$ cat config.mk
export PLATFORM = sky130hd
export DESIGN_NAME = countdown_ctrl
export DESIGN_NICKNAME = d
export VERILOG_FILES = /design/src/rtl/countdown_ctrl.sv
export SDC_FILE = /design/constraint.sdc
export NUM_CORES = 1
export LEC_CHECK = 0
export ABC_AREA = 1
export CAP_MARGIN = 20
export CORE_MARGIN = 2
export CORE_UTILIZATION = 45
export CTS_BUF_LIST = sky130_fd_sc_hd__clkbuf_8
export DETAILED_ROUTE_END_ITERATION = 8
export GPL_TIMING_DRIVEN = 0
export HOLD_SLACK_MARGIN = 0.1
export PLACE_DENSITY = 0.71
export REMOVE_ABC_BUFFERS = 1
export SLEW_MARGIN = 5
export SYNTH_ARGS = -nofsm -noshare
export SYNTH_HDL_FRONTEND = slang
export SYNTH_SLANG_ARGS = --single-unit
export TNS_END_PERCENT = 5
$ cat constraint.sdc
create_clock -name clk -period 1.86 [get_ports clk]
set_input_delay 0.558 -clock clk [delete_from_list [all_inputs] [get_ports clk]]
set_output_delay 0.558 -clock clk [all_outputs]
set_load 0.01 [all_outputs]
$ cat src/rtl/countdown_ctrl.sv
// Loadable down-counter with a clock prescaler and a four-state run/pause/done controller.
// The count holds at 0 in DONE and can be restarted from the last loaded value.
module countdown_ctrl #(
   parameter int N   = 6,
   parameter int DIV = 1
) (
   input  logic         clk,
   input  logic         reset,
   input  logic         start,
   input  logic         pause,
   input  logic         clear,
   input  logic         load_en,
   input  logic [N-1:0] load_val,
   output logic [N-1:0] countdownOut,
   output logic [1:0]   state,
   output logic         busy,
   output logic         expired,
   output logic         done
);

   typedef enum logic [1:0] {
      IDLE  = 2'd0,
      RUN   = 2'd1,
      PAUSE = 2'd2,
      DONE  = 2'd3
   } state_e;

   // The prescaler needs at least one bit even when DIV=1 (it then stays at 0).
   localparam int            PW     = (DIV > 1) ? $clog2(DIV) : 1;
   localparam logic [PW-1:0] PS_MAX = PW'(DIV - 1);
   localparam logic [N-1:0]  ONE    = N'(1);
   localparam logic [N-1:0]  ZERO   = '0;

   state_e        state_q, state_d;
   logic [N-1:0]  cnt_q, cnt_d;
   logic [N-1:0]  last_q, last_d;
   logic [PW-1:0] ps_q, ps_d;
   logic          done_q, done_d;
   logic          tick;

   assign tick = (ps_q == PS_MAX);

   always_comb begin
      state_d = state_q;
      cnt_d   = cnt_q;
      last_d  = last_q;
      ps_d    = ps_q;
      done_d  = 1'b0;

      if (clear) begin
         state_d = IDLE;
         cnt_d   = last_q;
         ps_d    = '0;
      end else begin
         case (state_q)
            IDLE: begin
               // pause has no meaning here, so start/load_en are evaluated as usual.
               if (start && load_en) begin
                  cnt_d  = load_val;
                  last_d = load_val;
                  if (load_val != ZERO) begin
                     state_d = RUN;
                     ps_d    = '0;
                  end
               end else if (start) begin
                  if (cnt_q != ZERO) begin
                     state_d = RUN;
                     ps_d    = '0;
                  end
               end else if (load_en) begin
                  cnt_d  = load_val;
                  last_d = load_val;
               end
            end

            RUN: begin
               if (pause) begin
                  state_d = PAUSE;
               end else if (tick) begin
                  ps_d = '0;
                  if (cnt_q == ONE) begin
                     cnt_d   = ZERO;
                     state_d = DONE;
                     done_d  = 1'b1;
                  end else if (cnt_q == ZERO) begin
                     state_d = DONE;
                  end else begin
                     cnt_d = cnt_q - ONE;
                  end
               end else begin
                  ps_d = ps_q + 1'b1;
               end
            end

            PAUSE: begin
               // Resume keeps the frozen prescaler phase.
               if (!pause && start) state_d = RUN;
            end

            DONE: begin
               cnt_d = ZERO;
               if (start && last_q != ZERO) begin
                  cnt_d   = last_q;
                  state_d = RUN;
                  ps_d    = '0;
               end
            end

            default: state_d = IDLE;
         endcase
      end
   end

   always_ff @(posedge clk or negedge reset) begin
      if (!reset) begin
         state_q <= IDLE;
         cnt_q   <= '1;
         last_q  <= '1;
         ps_q    <= '0;
         done_q  <= 1'b0;
      end else begin
         state_q <= state_d;
         cnt_q   <= cnt_d;
         last_q  <= last_d;
         ps_q    <= ps_d;
         done_q  <= done_d;
      end
   end

   assign countdownOut = cnt_q;
   assign state        = state_q;
   assign busy         = (state_q == RUN);
   assign expired      = (state_q == DONE);
   assign done         = done_q;

endmodule

# Word-level counts from Yosys, hierarchy flattened
# Cells that the tools add are included.
[totals]
regBits = 16
inputBits = 12
output_inout_bits = 11
word_cells = 76
[classes]
addsub = 2
n_eq_ne = 17
n_mux = 36
bitwise = 1
n_reduce_logical = 15
[op_table]
columns = ["cell", "count"]
rows = [
  ["2-to-1 mux 6 bit", 9],
  ["inequality test 4 bit (second input constant)", 7],
  ["2-to-1 mux 2 bit", 11],
  ["one-hot mux 6 bit (3 select lines)", 1],
  ["nonzero test 6 bit", 3],
  ["2-to-1 mux 1 bit", 13],
  ["AND reduction 6 bit", 2],
  ["inequality test 3 bit (second input constant)", 3],
  ["one-hot mux 2 bit (4 select lines)", 1],
  ["AND reduction 7 bit", 1],
  ["== test 6 x 1 -> 1 bit (second input constant)", 1],
  ["logical NOT 6 bit", 1],
  ["subtractor 6 x 1 -> 6 bit (second input constant)", 1],
  ["inequality test 5 x 3 -> 1 bit (second input constant)", 1],
  ["== test 2 bit (second input constant)", 2],
  ["AND reduction 4 bit", 1],
  ["nonzero test 4 bit", 1],
  ["logical AND 1 bit", 3],
  ["inequality test 3 x 2 -> 1 bit (second input constant)", 1],
  ["one-hot mux 1 bit (3 select lines)", 1],
  ["== test 2 x 1 -> 1 bit (second input constant)", 1],
  ["logical NOT 2 bit", 1],
  ["inequality test 2 x 1 -> 1 bit (second input constant)", 1],
  ["nonzero test 2 bit", 1],
  ["other kinds (3)", 3],
]

# Longest topological paths before layout
[depth]
ltp_word = 7
ltp_mapped = 10
depth_no_buf = 10

# Worst setup path before layout
# No wires, ideal clock.
[synth_timing]
path_type = "register -> register"
from = "register cnt_q[0], in the netlist countdownOut[0]"
to = "register state_q[0], in the netlist state[0]"
setup_ns = 0.117
arrival_time_ns = 1.440
required_ns = 1.743
path_slack_ns = 0.303
stages_incl_launch_ff = 11
n_path_buf = 0
synth_period_minus_slack_ns = 1.557
path_cell_list = "dfstp_2 inv_1 ha_1 nand2_2 nor2_1 nand3_1 nand2_1 nor2_1 nand2_1 nand2_1 nand2_1"
[synth_between]
elab_chain_cells = 6
elab_cells_between_ends = 11
classes_between = "3 x eq/ne; 5 x mux; 3 x reduce/logical"
[synth_lines]
columns = ["element", "line", "text"]
rows = [
  ["start, declared", "35", "logic [N-1:0] cnt_q, cnt_d;"],
  ["start signal, assigned", "123", "cnt_q <= cnt_d;"],
  ["== test 6 x 1 -> 1 bit", "81", "if (cnt_q == ONE) begin"],
  ["2-to-1 mux 2 bit", "81", ""],
  ["2-to-1 mux 2 bit", "79", "end else if (tick) begin"],
  ["2-to-1 mux 2 bit", "77", "if (pause) begin"],
  ["one-hot mux 2 bit (4 select lines)", "55", "case (state_q)"],
  ["2-to-1 mux 2 bit", "50", "if (clear) begin"],
  ["end signal, assigned", "122", "state_q <= state_d;"],
  ["end, declared", "34", "state_e state_q, state_d;"],
]
# Several ways; a longest one is shown, not always the timed one. The select of a mux whose other input is x is not followed.
# A chain may end at the register's enable or synchronous reset.

# Worst setup path in the final report
[layout_timing]
from = "register state_q[0], in the netlist state[0]"
to = "output state[0]"
[layout_rtl]
columns = ["element", "line", "text"]
rows = [
  ["end, declared", "15", "output logic [1:0] state,"],
]
# No word-level cell between the ends.

==> impl_results.html <==
<table>
<tr><th>Metric</th><th>Value</th></tr>
<tr><th colspan="2">Critical path</th></tr>
<tr><td>Startpoint type of the worst setup path</td><td>flip-flop</td></tr>
<tr><td>Max incr delay on CP</td><td>0.56 ns</td></tr>
<tr><td>Count of buffer and inverter cells on the critical path</td><td>1</td></tr>
<tr><td>Endpoint arrival time on the critical path</td><td>1.25 ns</td></tr>
<tr><td>Kind of end point of the critical path</td><td>output pin</td></tr>
<tr><td>Delay-heaviest family, CP</td><td>buffers and inverters</td></tr>
<tr><td>Required time at the worst-slack endpoint</td><td>1.30 ns</td></tr>
<tr><td>Critical path, cell by cell</td><td>clkdlybuf4s50_1</td></tr>
<tr><td>Kind of critical path</td><td>flip-flop to output pin</td></tr>
<tr><td>Crit-path max FO</td><td>5</td></tr>
<tr><td>Slowest cell on the critical path</td><td>sky130_fd_sc_hd__clkdlybuf4s50_1</td></tr>
<tr><th colspan="2">Final layout</th></tr>
<tr><td>Area overhead of the layout relative to synthesis</td><td>27.9%</td></tr>
<tr><td>Post-layout nets</td><td>210</td></tr>
<tr><td>Count of antenna diodes in the layout</td><td>0</td></tr>
<tr><td>Share of cells above drive strength 1</td><td>0.173</td></tr>
<tr><td>Commonest cells after routing, fill and taps aside</td><td>sky130_fd_sc_hd__nand2_1 (45), sky130_fd_sc_hd__nor2_1 (27), sky130_fd_sc_hd__nand3_1 (22), sky130_fd_sc_hd__inv_1 (15)</td></tr>
<tr><td>Leading cell type in the layout, fill and taps excluded</td><td>sky130_fd_sc_hd__nand2_1</td></tr>
<tr><td>Share of the core filled with cells</td><td>0.599</td></tr>
<tr><td>Fillers</td><td>229</td></tr>
<tr><th colspan="2">Placed design</th></tr>
<tr><td>Number of buffer cells added on primary ports</td><td>22</td></tr>
<tr><td>Detailed Place HPWL</td><td>2010 microns</td></tr>
<tr><td>Setup WS pre-CTS</td><td>-0.479 ns</td></tr>
<tr><td>Weighted congestion at the end of routability-driven global placement</td><td>0.820</td></tr>
<tr><th colspan="2">Routing</th></tr>
<tr><td>Remaining routing DRC violations</td><td>0</td></tr>
<tr><td>Count of TritonRoute iterations in the first routing pass</td><td>4</td></tr>
<tr><td>WL per Instance</td><td>12.0 microns</td></tr>
<tr><td>Via count</td><td>1140</td></tr>
<tr><td>1st-iter DRT viols</td><td>47</td></tr>
<tr><td>Total routed wirelength</td><td>2660 microns</td></tr>
<tr><td>DRT antenna net count</td><td>0</td></tr>
<tr><td>Number of vias per cell</td><td>5.16</td></tr>
<tr><th colspan="2">Logic synthesis</th></tr>
<tr><td>Share of the yosys chip area belonging to registers</td><td>0.342</td></tr>
<tr><td>Primary FF master, synth</td><td>sky130_fd_sc_hd__dfstp_2</td></tr>
<tr><td>Post-synth EDFFs</td><td>0</td></tr>
<tr><td>Proportion of synthesized flip-flops having asynchronous set or reset</td><td>1.00</td></tr>
<tr><td>Synth Warn #</td><td>0</td></tr>
<tr><td>Synth Instances</td><td>166</td></tr>
<tr><td>Synth cell types</td><td>23</td></tr>
<tr><td>Number of storage elements in the synthesis netlist</td><td>15</td></tr>
<tr><td>Cell Area, Synth</td><td>1140 sq um</td></tr>
<tr><td>Average size of a mapped cell</td><td>6.87 sq um</td></tr>
<tr><th colspan="2">Clocking</th></tr>
<tr><td>Insertion delay to the later sink of the worst-skew pair</td><td>0.25 ns</td></tr>
<tr><td>CTS tree</td><td>done</td></tr>
<tr><td>H-tree Lvls</td><td>1</td></tr>
<tr><td>Maximum clock path buffer count</td><td>2</td></tr>
<tr><td>Clock-pin slew on the worst setup and hold paths</td><td>0.06 ns</td></tr>
<tr><td>Clock buffers created by TritonCTS</td><td>3</td></tr>
<tr><td>Num Clock Sinks</td><td>15</td></tr>
<tr><td>Number of hold buffers added after CTS</td><td>0</td></tr>
<tr><td>CTS Root Buffer Type</td><td>sky130_fd_sc_hd__clkbuf_8</td></tr>
<tr><th colspan="2">Power</th></tr>
<tr><td>Areal power density over the cells</td><td>1580 nW/um^2</td></tr>
<tr><td>Worst IR Drop VDD</td><td>0.961 mV</td></tr>
<tr><td>Leakage power of the design</td><td>0.697 nW</td></tr>
<tr><th colspan="2">Floorplan</th></tr>
<tr><td>Die Span Y</td><td>54.3 microns</td></tr>
<tr><td>Placeable core area</td><td>2430 sq um</td></tr>
<tr><td>Count of boundary I/O pins</td><td>23</td></tr>
<tr><td>Std cell rows</td><td>18</td></tr>
<tr><td>Die outline area</td><td>2950 sq um</td></tr>
<tr><td>Initial Utilization</td><td>0.469</td></tr>
<tr><td>Die span in x</td><td>54.3 microns</td></tr>
<tr><th colspan="2">Timing</th></tr>
<tr><td>Worst Slack Setup Final</td><td>0.0535 ns</td></tr>
<tr><td>Shortest clock period the worst path allows after layout</td><td>1.81 ns</td></tr>
<tr><td>Hold slack</td><td>0.488 ns</td></tr>
<tr><td>RSZ-0062 raised after global routing</td><td>no</td></tr>
<tr><td>Post-route clock skew</td><td>0.00192 ns</td></tr>
<tr><td>Part of the cycle the worst path needs</td><td>0.971</td></tr>
<tr><td>Fmax achieved</td><td>554 MHz</td></tr>
<tr><td>Final count of hold timing violations</td><td>0</td></tr>
<tr><td>Number of failing setup endpoints in the final timing report</td><td>0</td></tr>
<tr><td>Worst slew pin tran</td><td>0.688 ns</td></tr>
<tr><td>Max Transition Viols Final</td><td>0</td></tr>
<tr><td>Headroom to the max-slew limit</td><td>0.540</td></tr>
<tr><th colspan="2">Global route</th></tr>
<tr><td>Number of global-route vias before repair</td><td>953</td></tr>
<tr><td>Pin count of the biggest net entering global routing</td><td>16</td></tr>
<tr><td>First-pass GRT wire length</td><td>4210 microns</td></tr>
<tr><td>Initial antenna violation count</td><td>0</td></tr>
<tr><td>Total overflow reported by the global router</td><td>0</td></tr>
<tr><td>Overall Global Routing Usage</td><td>0.203</td></tr>
<tr><th colspan="2">Min path</th></tr>
<tr><td>Kind of path behind the tightest hold check</td><td>flip-flop to flip-flop</td></tr>
<tr><th colspan="2">Run status</th></tr>
<tr><td>Status</td><td>complete, no violations</td></tr>
<tr><th colspan="2">Run</th></tr>
<tr><td>Number of max-cap violations</td><td>0</td></tr>
</table>
-- worst paths after layout --
| check | start | endpoint | slack, ns | depth (start not counted) |
|---|---|---|---|---|
| max | state[0]$_DFFE_PN0P_ | state[0] | 0.05 | 1 |
| min in group asynchronous | reset | done$_DFF_PN0_ | 0.72 | 1 |
| max reg2reg | countdownOut[0]$_DFFE_PN1P_ | state[0]$_DFFE_PN0P_ | 0.19 | 10 |
| max in group asynchronous | reset | state[0]$_DFFE_PN0P_ | 0.66 | 1 |
| min reg2reg | countdownOut[0]$_DFFE_PN1P_ | countdownOut[0]$_DFFE_PN1P_ | 0.49 | 2 |
| min | countdownOut[0]$_DFFE_PN1P_ | countdownOut[0]$_DFFE_PN1P_ | 0.49 | 2 |
-- where the power goes --
| part | switching [W] | internal (W) |
|---|---|---|
| registers | 0.000198 | 0.000588 |
| clock network | 0.000120 | 0.000146 |
| logic | 0.000730 | 0.000525 |
| total | 0.00105 | 0.00126 |
-- metrics by stage --
step | instances | instance area [sq um] | TNS, ns | total power [W]
4_1_cts | 221 | 1460 | 0 | 0.00231
3_5_place_dp | 215 | 1380 | -6.07 | 0.00204
2_1_floorplan | 163 | 1120 | 0 | 0.00159
3_3_place_gp | 215 | 1380 | -5.99 | 0.00201
6_report | 221 | 1460 | 0 | 0.00231
5_1_grt | 221 | 1460 | 0 | 0.00253
-- sequential cells by signal, summed over array words and instances (netlist names) --
| register | flops |
|---|---|
| countdownOut | 6 |
| done | 1 |
| last_q | 6 |
| state | 2 |
-- cell usage after synthesis (3+ instances only) --
cell,instances,area (sq um)
sky130_fd_sc_hd__nand2_1,45,169
sky130_fd_sc_hd__nor2_1,27,101
sky130_fd_sc_hd__nand3_1,22,110
sky130_fd_sc_hd__inv_1,16,60.1
sky130_fd_sc_hd__dfstp_2,12,315
sky130_fd_sc_hd__ha_1,6,75.1
sky130_fd_sc_hd__nand4_1,6,37.5
sky130_fd_sc_hd__a21oi_1,5,25.0
sky130_fd_sc_hd__o21ai_0,5,25.0
sky130_fd_sc_hd__buf_2,3,15.0
sky130_fd_sc_hd__dfrtp_1,3,75.1
sky130_fd_sc_hd__mux2_2,3,33.8
sky130_fd_sc_hd__nor2_2,3,18.8
-- per-layer routing --
layer	part of all wire	vias up	GRT usage
met4	0.016	0	0.0917
li1	-	592	-
met2	0.46	29	0.329
met3	0.047	4	0.0355
met1	0.47	515	0.261
met5	0	-	0
-- kinds of logic (layout without fill, tap and decap cells) --
group,after synthesis,after routing,synth area share
and+or+nand+nor,108,108,0.417
buffers and inverters,19,44,0.0659
adders and majority gates,6,6,0.0659
AOI/OAI and AO/OA,13,13,0.0637
DFF,15,15,0.342
xor gates and xnor gates,2,2,0.0154
muxes,3,3,0.0296
-- area by class of cell --
class                   count  area (sq um)  area share
clock inverters             1          3.75     0.00258
flip-flops and latches     15           393       0.270
inverters                  16          60.1      0.0412
well taps                  30          37.5      0.0258
multi-input cells         132           699       0.480
repair buffers             24           223       0.153
clock buffers               3          41.3      0.0283
-- what timing repair did --
item	4_1_cts	5_1_grt
gates resized for setup	16	2
gates cloned	0	0
setup endpoints to repair	22	1
pin swaps	1	0
setup buffers	2	0
Power figures use the tool's default switching activity.
